File: config.mk
export PLATFORM = sky130hd
export DESIGN_NAME = ddr3_pattern_loader
export DESIGN_NICKNAME = d
export VERILOG_FILES = /design/src/rtl/ddr3_pattern_loader.sv
export SDC_FILE = /design/constraint.sdc
export NUM_CORES = 1
export LEC_CHECK = 0
export ABC_AREA = 1
export CAP_MARGIN = 20
export CORE_AREA = 3 3 363 365
export DETAILED_ROUTE_END_ITERATION = 10
export DIE_AREA = 0 0 366 368
export PLACE_DENSITY = 0.42
export SLEW_MARGIN = 20
export SYNTH_ARGS = -nofsm -noshare
export SYNTH_HDL_FRONTEND = slang
export SYNTH_SLANG_ARGS = --single-unit
File: constraint.sdc
create_clock -name clk -period 2.9 [get_ports clk]
set_clock_uncertainty 0.2 [all_clocks]
set_input_delay 0.87 -clock clk [delete_from_list [all_inputs] [get_ports clk]]
set_output_delay 0.87 -clock clk [all_outputs]
set_load 0.05 [all_outputs]
File: src/rtl/ddr3_pattern_loader.sv
// Copies a block of 256-bit words from DDR3 (Avalon-MM burst reads) into the
// on-chip pattern memory feeding the video pattern generator's fetch logic.
module ddr3_pattern_loader #(
  parameter int BURST_LEN = 16
) (
  input  logic         clk,
  input  logic         rst,
  input  logic         start,
  input  logic [21:0]  src_addr,
  input  logic [10:0]  dst_addr,
  input  logic [11:0]  num_words,
  output logic         busy,
  output logic         done,
  input  logic         ddr3_emif_ready,
  output logic         ddr3_emif_read,
  output logic         ddr3_emif_write,
  output logic [21:0]  ddr3_emif_addr,
  output logic [4:0]   ddr3_emif_burst_count,
  output logic [255:0] ddr3_emif_write_data,
  output logic [31:0]  ddr3_emif_byte_enable,
  input  logic [255:0] ddr3_emif_read_data,
  input  logic         ddr3_emif_rddata_valid,
  output logic         onchip_mem_chip_select,
  output logic         onchip_mem_clken,
  output logic         onchip_mem_write,
  output logic [10:0]  onchip_mem_addr,
  output logic [255:0] onchip_mem_write_data,
  output logic [31:0]  onchip_mem_byte_enable
);

  // Avalon-MM read handshake: a command transfers on any clock edge where
  // ddr3_emif_read and ddr3_emif_ready are both high; while ready is low the
  // command (read, addr, burst_count) is held unchanged.
  typedef enum logic [1:0] {IDLE, REQ, WAIT_DATA, DONE} state_t;

  state_t      state;
  state_t      state_next;
  logic [11:0] req_left;
  logic [11:0] rcv_left;
  logic [10:0] wr_ptr;
  logic [11:0] num_sat;
  logic [11:0] req_left_after;
  logic        load_accept;
  logic        cmd_accept;
  logic        data_take;
  logic        last_data;

  function automatic logic [4:0] burst_of(input logic [11:0] left);
    if (left > 12'(BURST_LEN)) return 5'(BURST_LEN);
    else return left[4:0];
  endfunction

  assign num_sat        = (num_words > 12'd2048) ? 12'd2048 : num_words;
  assign load_accept    = (state == IDLE) && start && (num_sat != 12'd0);
  assign cmd_accept     = (state == REQ) && ddr3_emif_read && ddr3_emif_ready;
  assign req_left_after = req_left - {7'd0, ddr3_emif_burst_count};
  assign data_take      = ((state == REQ) || (state == WAIT_DATA)) && ddr3_emif_rddata_valid;
  assign last_data      = data_take && (rcv_left == 12'd1);

  always_ff @(posedge clk) begin
    if (rst) state <= IDLE;
    else     state <= state_next;
  end

  always_comb begin
    state_next = state;
    case (state)
      IDLE: begin
        if (start) state_next = (num_sat == 12'd0) ? DONE : REQ;
      end
      REQ: begin
        if (last_data)                                       state_next = DONE;
        else if (cmd_accept && (req_left_after == 12'd0))    state_next = WAIT_DATA;
      end
      WAIT_DATA: begin
        // rcv_left==0 here would mean a lost count; leave rather than hang.
        if (last_data || (rcv_left == 12'd0)) state_next = DONE;
      end
      DONE:    state_next = IDLE;
      default: state_next = IDLE;
    endcase
  end

  // Command side: the registered command outputs double as the request pointer.
  always_ff @(posedge clk) begin
    if (rst) begin
      ddr3_emif_read        <= 1'b0;
      ddr3_emif_addr        <= 22'd0;
      ddr3_emif_burst_count <= 5'd0;
      req_left              <= 12'd0;
    end else begin
      if (load_accept) begin
        ddr3_emif_read        <= 1'b1;
        ddr3_emif_addr        <= src_addr;
        ddr3_emif_burst_count <= burst_of(num_sat);
        req_left              <= num_sat;
      end else if (cmd_accept) begin
        ddr3_emif_read        <= (req_left_after != 12'd0);
        ddr3_emif_addr        <= ddr3_emif_addr + 22'(ddr3_emif_burst_count);
        ddr3_emif_burst_count <= burst_of(req_left_after);
        req_left              <= req_left_after;
      end
      if (state_next == DONE) ddr3_emif_read <= 1'b0;
    end
  end

  // Data side: one-cycle registered write of each returned word.
  always_ff @(posedge clk) begin
    if (rst) begin
      onchip_mem_write      <= 1'b0;
      onchip_mem_addr       <= 11'd0;
      onchip_mem_write_data <= 256'd0;
      wr_ptr                <= 11'd0;
      rcv_left              <= 12'd0;
    end else begin
      onchip_mem_write <= data_take;
      if (load_accept) begin
        wr_ptr   <= dst_addr;
        rcv_left <= num_sat;
      end else if (data_take) begin
        onchip_mem_write_data <= ddr3_emif_read_data;
        onchip_mem_addr       <= wr_ptr;
        wr_ptr                <= wr_ptr + 11'd1;
        rcv_left              <= rcv_left - 12'd1;
      end
    end
  end

  // done trails the DONE state by one cycle, i.e. the cycle after the last write.
  always_ff @(posedge clk) begin
    if (rst) begin
      busy <= 1'b0;
      done <= 1'b0;
    end else begin
      busy <= (state_next != IDLE);
      done <= (state == DONE);
    end
  end

  assign ddr3_emif_write        = 1'b0;
  assign ddr3_emif_write_data   = 256'd0;
  assign ddr3_emif_byte_enable  = {32{1'b1}};
  assign onchip_mem_chip_select = 1'b1;
  assign onchip_mem_clken       = 1'b1;
  assign onchip_mem_byte_enable = {32{1'b1}};

endmodule
=== Word-level counts from Yosys, hierarchy flattened ===
Index checks and enable logic that the tools add are counted.

* Register bits: 335
* Bits of input ports: 306
* Output and inout bits: 621
* Word-level logic and storage cells: 66

* $add $sub $neg: 4
* Magnitude comparators: 3
* Equality and inequality tests: 5
* Muxes and demuxes: 21
* Bitwise gates (word level): 1
* Reduce and logical (&&, ||, !) cells: 20

{| class="wikitable"
|+ Operators with widths
! cell !! count
|-
| 2-to-1 mux 12 bit || 5
|-
| 2-to-1 mux 22 bit || 2
|-
| logical NOT 12 bit || 3
|-
| > comparator 12 x 5 -> 1 bit, second input constant || 2
|-
| nonzero test 12 bit || 2
|-
| adder 22 x 5 -> 22 bit || 1
|-
| 2-to-1 mux 11 bit || 2
|-
| 2-to-1 mux 5 bit || 4
|-
| equality test 12 x 1 -> 1 bit, second input constant || 1
|-
| > comparator 12 bit, second input constant || 1
|-
| subtractor 12 x 1 -> 12 bit, second input constant || 1
|-
| subtractor 12 x 5 -> 12 bit || 1
|-
| adder 11 x 1 -> 11 bit, second input constant || 1
|-
| 2-to-1 mux 2 bit || 5
|-
| one-hot mux 2 bit (4 select lines) || 1
|-
| logical AND 1 bit || 7
|-
| equality test 2 bit, second input constant || 3
|-
| nonzero test 2 bit || 3
|-
| equality test 2 x 1 -> 1 bit, second input constant || 1
|-
| logical NOT 2 bit || 1
|-
| logical OR 1 bit || 2
|-
| 2-to-1 mux 1 bit || 2
|-
| AND reduction 2 bit || 1
|-
| OR reduction 2 bit || 1
|-
| NOT 1 bit || 1
|}

=== Depth between registers and ports, before layout ===
Gate-level depths: netlist (run 1).

* Depth in word-level cells: 9
* Gate-level depth with buffers: 20
* Gate-level depth less buffers: 20

=== Least setup slack after synthesis (run 1) ===
Ideal clock, no wire load.

* Path kind: flip-flop to flip-flop
* Start point: reg ddr3_emif_burst_count[0]
* End point: reg ddr3_emif_addr[14]
* Setup time: 121 ps
* Arrival time: 2397 ps
* Data required time: 2579 ps
* Path slack: 181 ps
* Stages on the path, launching flop included: 13
* Path buffers: 0
* Path through: dfxtp_1 ha_1 inv_1 fa_1 inv_1 nand3_1 nand2_1 nand2_1 a21oi_1 nand3_1 nor4_1 xnor2_1 a21oi_1

* Word-level cells in the longest chain between the ends: 3

{| class="wikitable"
|+ RTL lines
! item !! line !! source
|-
| start, declared || 18 || <nowiki>output logic [4:0] ddr3_emif_burst_count,</nowiki>
|-
| start signal, assigned || 95 || <nowiki>ddr3_emif_burst_count <= burst_of(num_sat);</nowiki>
|-
| start signal, assigned || 100 || <nowiki>ddr3_emif_burst_count <= burst_of(req_left_after);</nowiki>
|-
| adder 22 x 5 -> 22 bit || 99 || <nowiki>ddr3_emif_addr <= ddr3_emif_addr + 22'(ddr3_emif_burst_count);</nowiki>
|-
| 2-to-1 mux 22 bit || 97 || <nowiki>end else if (cmd_accept) begin</nowiki>
|-
| 2-to-1 mux 22 bit || 92 || <nowiki>if (load_accept) begin</nowiki>
|-
| end signal, assigned || 94 || <nowiki>ddr3_emif_addr <= src_addr;</nowiki>
|-
| end signal, assigned || 99 ||
|-
| end, declared || 17 || <nowiki>output logic [21:0] ddr3_emif_addr,</nowiki>
|}

Every way passes these cells. The select of a mux whose other input is x is not followed.
A chain may end at the register's enable or synchronous reset.

=== Final worst setup path (run 1) ===
* Start point: reg onchip_mem_write_data[37]
* End point: out onchip_mem_write_data[37]

{| class="wikitable"
|+ RTL lines
! item !! line !! source
|-
| start, declared || 27 || <nowiki>output logic [255:0] onchip_mem_write_data,</nowiki>
|-
| start signal, assigned || 121 || <nowiki>onchip_mem_write_data <= ddr3_emif_read_data;</nowiki>
|}

No word-level cell between the ends.

==> results.md, run 1 <==
* Status: completed
* R2r setup slk at 0.24 ns
* Endpoint, Worst Hold: onchip_mem_write_data[172]
* Rel. slew slack at 59.3%
* Initial antenna violation count at 21
* H-tree levels at 2
* Worst Slack Setup Final at 0.0603 ns
* P_sw at 0.00779 W
* Dpl hpwl at 61800 µm
* Crit Path Max Fanout at 2
* Nets@finish at 3287
* Worst r2r dst: busy
* WP data arrival at 1.77 ns
* Final Max Slew Viols at 0
* Start of the worst register-to-register path: req_left[0]
* Post-layout util at 19.9%
* Synth-to-Final Area Change at 57.1%
* DR pass1 iterations at 5
* Flops & latches, synth at 335
* DIE AREA at 0.135 mm²
* FP Rows at 132
* Asr flop ratio synth at 0%
* Routed WL per cell at 16.3 µm
* Pwr Density at 720 mW/mm²
* Gate power share at 38.2%
* Number of synthesized flops with an enable pin at 0
* Slowest-stage cell, CP: clkdlybuf4s50_1
* CP Capture Type: output port
* Max Clk Rate at 352 MHz
* RSZ-0062 raised after global routing: false
* I/O pins at 927
* Fill cell count at 14700
* Hold Path Depth at 2
* Max rail drop VDD at 0.000375 V
* Worst-path clk slew at 0.06 ns
* Post-synth cell types at 39
* Synth warnings at 0
* Most common cell in the synthesized netlist: nor2_1
* Setup CP Type: reg2out
* HP Start: onchip_mem_write_data[172]
* First-pass GRT wire length at 108000 µm
* Post-route minimum period at 2.84 ns
* Hold Crit Class: reg2reg
* Total Wirelength at 77100 µm
* Most frequent cells after synthesis: nor2_1 (631), buf_4 (337), dfxtp_1 (335)
* Ys flop type: dfxtp_1
* Mean area per synthesized cell at 7.25 µm²
* Top delay family on crit path: buffers and inverters
* Die Width at 366 µm
* Synth area leaders: dfxtp_1 (41%), buf_4 (15%), nor2_1 (14%), o21ai_0 (7.5%), nand2_1 (5.0%)
* Routed Antenna Nets at 0
* Static Leak at 11.6 nW
* Vias in the first global route at 15000
* Core Footprint at 0.129 mm²
* First DRT Iteration DRCs at 662
* Worst skew pair latency at 0.62 ns
* Post-synthesis cell area at 0.0163 mm²
* Pre-CTS setup slack at -0.741 ns
* Initial core utilization at 12.7%
* CTS Buf Count at 47
* CP startpoint kind: flop
* Clk pwr share at 31.4%
* # Max-Cap Violations at 0
* DRC Markers at 0
* Port Buf Inserts at 603
* Clk buf depth at 3
* DR vias at 15900
* Buf+Inv Stages, Crit Path at 1
* Register area share after synthesis at 41.0%
* Critical Path Source: onchip_mem_write_data[37]
* Setup Viol. Count Final at 0
* Flop pwr share at 30.4%
* Critical path's largest stage delay at 0.82 ns
* Clock root buffer: clkbuf_16
* Gr usage total at 10.8%
* Cells after synthesis at 2255
* Die H at 368 µm
* Final Hold Vio Count at 0
* Slew at the pin closest to its max-slew limit at 0.613 ns
* Switch share at 42.2%
* Overflow after GRT at 0
* Post-synth top area share at 41.0%
* Synth area leader: dfxtp_1
* Reg2Reg Depth at 19
* CP Data Required Time at 1.83 ns
* Share of post-route cells with drive strength above 1 at 10.3%
* P_int at 0.0107 W
* Cells along the critical path: clkdlybuf4s50_1
* Post-DR vias/cell at 3.35
* CTS tree: yes
* Largest net degree at the start of global routing at 49
* RePlAce Congestion at 0.823
* CTS Sinks at 335
* Final period util at 97.9%
* Setup Buffers After CTS at 0
worst max path at each step:
stage	to	cells after the start
floorplan	ddr3_emif_addr[14]	12
global placement	onchip_mem_write_data[90]	11
detailed placement	req_left[5]	12
CTS	onchip_mem_write_data[115]	1
global route	onchip_mem_write_data[104]	1
finish	onchip_mem_write_data[37]	1
layer usage:
layer,part of all wire (%),up-vias,GRT usage (%)
li1,-,7941,-
met1,41,7195,13.0
met2,47,602,17.8
met3,9.1,108,4.24
met4,2.9,24,3.34
met5,0.19,-,0
power groups by stage:
stage	combinational [W]	clock [W]	sequential [W]
after floorplan	0.00318	0	0.00744
after global placement	0.00732	0	0.00573
after detailed placement	0.00731	0	0.00573
after CTS	0.00715	0.00609	0.00563
after global routing	0.00762	0.00623	0.00570
final	0.00707	0.00580	0.00562
cells in the final DEF (no fill, tap or decap), types with 2 or more instances in the layout:
master,n
a21oi_1,35
a21oi_4,2
a31oi_1,6
and2_1,2
buf_12,28
buf_4,186
bufinv_16,2
clkbuf_1,15
clkbuf_16,47
clkbuf_8,6
clkdlybuf4s50_1,367
clkinv_2,6
clkinvlp_4,3
conb_1,323
dfxtp_1,335
diode_2,5
dlygate4sd2_1,165
dlymetal6s2s_1,22
ha_1,18
inv_1,103
inv_8,2
nand2_1,213
nand2_2,7
nand3_1,70
nand4_1,9
nor2_1,630
nor3_1,12
nor4_1,6
o211ai_1,9
o21ai_0,235
o21ai_1,78
o21ai_2,2
or2_2,2
xnor2_1,9
xor2_1,19
state kept, by name, indices dropped and copies added (netlist names):
signal and count:
done 1, onchip_mem_write 1, onchip_mem_addr 11, onchip_mem_write_data 256, ddr3_emif_addr 22, rcv_left 12
busy 1, state 2, wr_ptr 11, ddr3_emif_burst_count 5, req_left 12, ddr3_emif_read 1
tightest hold or removal path: cells and delay by family (launching register included):
family | cells | cell delay, ns
flops | 1 | 0.32
simple gates | 2 | 0.12
cell families (layout without fill, tap and decap cells):
kind of cell	Yosys count	after routing	share of synthesized area, %
AO/OA/AOI/OAI	372	372	11.8
AND/OR/NAND/NOR	958	958	23.1
other	2	328	0.0460
adder cells (fa/ha/maj)	20	20	1.62
flip-flops	335	335	41.0
XOR/XNOR	28	28	1.50
buffers and inverters	540	959	20.9
final cells by class:
class                           instances  area, µm²  share of cell area (%)
Multi-Input combinational cell       1701       7470                    29.1
Sequential cell                       335       6710                    26.1
Tap cell                             1742       2180                    8.49
Clock buffer                           68       1320                    5.12
Inverter                              106        413                    1.61
Timing Repair Buffer                  770       7390                    28.8
Antenna cell                            5       12.5                  0.0487
Clock inverter                         15        188                   0.731
repair_timing:
action                                  4_1_cts  5_1_grt
hold buffers                                  0        0
endpoints found under the setup margin      186      165
gates resized for setup                     172       37
pin swaps                                     0        6
cloned                                        0        0
metrics by stage:
step | cells | hold slack [ns] | power [W] | setup TNS (ns) | instance area (µm²)
floorplan | 2576 | 0.257 | 0.0106 | 0 | 17500
global placement | 4654 | 0.261 | 0.0131 | -176.45 | 24300
detailed placement | 4654 | 0.269 | 0.0130 | -184.44 | 24300
CTS | 4737 | 0.281 | 0.0189 | 0 | 25600
global route | 4738 | 0.296 | 0.0195 | 0 | 25700
finish | 4742 | 0.274 | 0.0185 | 0 | 25700
(Power assumes the default switching activity.)
==> run 2: changes to the inputs <==
Settings changed: CORE_AREA 3 3 363 365 to 3 3 361 363, DIE_AREA 0 0 366 368 to 0 0 364 366.
Clock period 2.9 ns to 3.6 ns, I/O delays scaled along.
==> results.md, run 2 (synthesized netlist as in run 1, its figures left out) <==
* DR pass1 iterations at 4 (-1)
* Commonest non-fill, non-tap cell in the layout: nor2_1
* Hold_buf cts at 0 (unchanged)
* Port Buf Inserts at 603 (unchanged)
* Worst-path clk slew at 0.06 ns (about the same)
* DRC Markers at 0 (unchanged)
* Pre-CTS setup slack at -0.0782 ns (+0.663 ns)
* Critical path's largest stage delay at 1.04 ns (+0.22 ns)
* Max rail drop VDD at 0.000296 V (-21%)
* CTS Buf Count at 46 (-2.1%)
* Final period util at 90.6%
* Slew at the pin closest to its max-slew limit at 0.836 ns (+0.223 ns)
* M1 WL at 29200 µm (-8.0%)
* Share of post-route cells with drive strength above 1 at 6.94% (-3.3 points)
* CP Capture Type: output port
* Start of the worst register-to-register path: ddr3_emif_burst_count[0]
* Static Leak at 10.2 nW (-12%)
* First DRT Iteration DRCs at 636 (-3.9%)
* Nets@finish at 3235 (-1.6%)
* Routed Antenna Nets at 0 (unchanged)
* CTS tree: yes
* Reg2Reg Depth at 15 (-4)
* Post-DR vias/cell at 3.35 (+0.15%)
* Worst Slack Setup Final at 0.339 ns (+0.278 ns)
* Top flop regs: onchip_mem_write_data: 256 flops, ddr3_emif_addr: 22 flops
* CTS Sinks at 335 (unchanged)
* CP Data Required Time at 2.32 ns (+0.49 ns)
* Gate power share at 38.6% (+0.4 points)
* Setup Buffers After CTS at 0 (unchanged)
* First-pass GRT wire length at 103000 µm (-4.8%)
* Core Footprint at 0.127 mm² (-1.4%)
* Setup CP Type: reg2out
* Switch share at 41.3% (-0.85 points)
* DIE AREA at 0.133 mm² (-1.1%)
* DR vias at 15400 (-2.7%)
* Vias in the first global route at 15000 (-0.10%)
* Final Hold Vio Count at 0 (unchanged)
* Status: completed
* Top Layer Used: met5
* # Max-Cap Violations at 0 (unchanged)
* Die Width at 364 µm (-0.55%)
* Flop pwr share at 30.6% (+0.2 points)
* Final TNS setup at 0 ns (unchanged)
* Rel. slew slack at 44.1% (-15 points)
* Initial core utilization at 12.8% (+0.18 points)
* Total Wirelength at 72900 µm (-5.4%)
* Final Max Slew Viols at 0 (unchanged)
* DR WL met3 at 6640 µm (-4.9%)
* Crit Path Max Fanout at 2 (unchanged)
* Post-CTS resize count at 0 (-100%)
* HP Start: onchip_mem_write_data[75]
* Top delay family on crit path: buffers and inverters
* Endpoint, Worst Hold: onchip_mem_write_data[75]
* Pwr Density at 585 mW/mm² (-19%)
* Max Clk Rate at 307 MHz
* Hold Path Depth at 2 (unchanged)
* Synth-to-Final Area Change at 54.8%
* Placed cells at 4523 (-2.8%)
* Clk buf depth at 3 (unchanged)
* I/O pins at 927 (unchanged)
* Largest net degree at the start of global routing at 64 (+31%)
* Worst skew pair latency at 0.59 ns (-0.03 ns)
* Routed length on met2 at 34500 µm (-3.9%)
* Post-route minimum period at 3.26 ns
* Cells along the critical path: clkdlybuf4s50_1
* Clk pwr share at 30.8% (-0.6 points)
* CP startpoint kind: flop
* Routed WL per cell at 15.8 µm (-2.6%)
* Overflow after GRT at 0 (unchanged)
* Max reg flops at 256 (unchanged)
* Slowest-stage cell, CP: clkdlybuf4s50_1
* RSZ-0062 raised after global routing: false
* Initial antenna violation count at 12 (-43%)
* Dpl hpwl at 57600 µm (-6.8%)
* P_int at 0.00868 W (-19%)
* WP data arrival at 1.98 ns (+0.21 ns)
* Gr usage total at 10.4% (-0.47 points)
* Die H at 366 µm (-0.54%)
* Setup Viol. Count Final at 0 (unchanged)
* Worst r2r dst: ddr3_emif_burst_count[2]
* RePlAce Congestion at 0.823 (about the same)
* Clock root buffer: clkbuf_16
* Fin cells at 4605 (-2.9%)
* Reg with most FFs: onchip_mem_write_data
* Buf+Inv Stages, Crit Path at 1 (unchanged)
* Most frequent cells in the layout: nor2_1 (631), clkdlybuf4s50_1 (598), dfxtp_1 (335)
* P_sw at 0.00611 W (-22%)
* R2r setup slk at 0.71 ns (+0.47 ns)
* H-tree levels at 2 (unchanged)
* FP Rows at 131 (-0.76%)
* Hold Crit Class: reg2reg
==> run 2: worst max-delay path by stage <==
stage / from / depth (start not counted) / endpoint
after global routing: ddr3_emif_addr[17] / 1 / ddr3_emif_addr[17]
after floorplan: num_words[6] / 11 / onchip_mem_write_data[100]
after detailed placement: num_words[6] / 11 / onchip_mem_write_data[75]
after global placement: num_words[6] / 11 / onchip_mem_write_data[75]
after CTS: onchip_mem_write_data[94] / 1 / onchip_mem_write_data[94]
final: onchip_mem_write_data[91] / 1 / onchip_mem_write_data[91]
==> run 2: power by group through the flow <==
stage          Clock, W  Sequential [W]  Combinational [W]
2_1_floorplan         0         0.00599            0.00256
3_3_place_gp          0         0.00460            0.00576
3_5_place_dp          0         0.00460            0.00575
4_1_cts         0.00478         0.00453            0.00578
5_1_grt         0.00491         0.00459            0.00613
6_report        0.00456         0.00452            0.00571
==> run 2: stage by stage <==
step | utilization, % | power (W) | area [µm²] | hold slack [ns]
finish | 19.9 | 0.0148 | 25300 | 0.277
global route | 19.9 | 0.0156 | 25300 | 0.305
CTS | 19.9 | 0.0151 | 25300 | 0.285
detailed placement | 18.7 | 0.0103 | 23800 | 0.271
global placement | 18.7 | 0.0104 | 23800 | 0.260
floorplan | - | 0.00855 | 17500 | 0.257
==> run 2: layout make-up <==
class | instances | area, µm²
sequential | 335 | 6710
tap | 1662 | 2080
antenna | 3 | 7.51
inverter | 106 | 413
timing repair buffer | 719 | 7160
clock inverter | 13 | 156
multi-input combinational | 1701 | 7450
clock buffer | 66 | 1330
fill | 14400 | 102000
==> run 2: worst reg2reg max path, stage by stage (launching register included) <==
cell	delay [ns]
dfxtp_1	0.35
ha_1	0.25
fa_1	0.41
inv_1	0.09
nand3_1	0.09
nand2_1	0.11
nand2_1	0.10
nand2_1	0.08
nand2_1	0.04
nand2_1	0.09
nand3_1	0.07
nor2_1	0.28
o211ai_1	0.27
nor3_1	0.27
nor2_1	0.07
nor2_1	0.07
==> run 2: per-layer routing <==
metal	vias to the layer above	track usage (%)
met4	14	3.64
met2	570	17.7
li1	7824	-
met1	6912	11.8
met3	114	3.87
met5	-	0
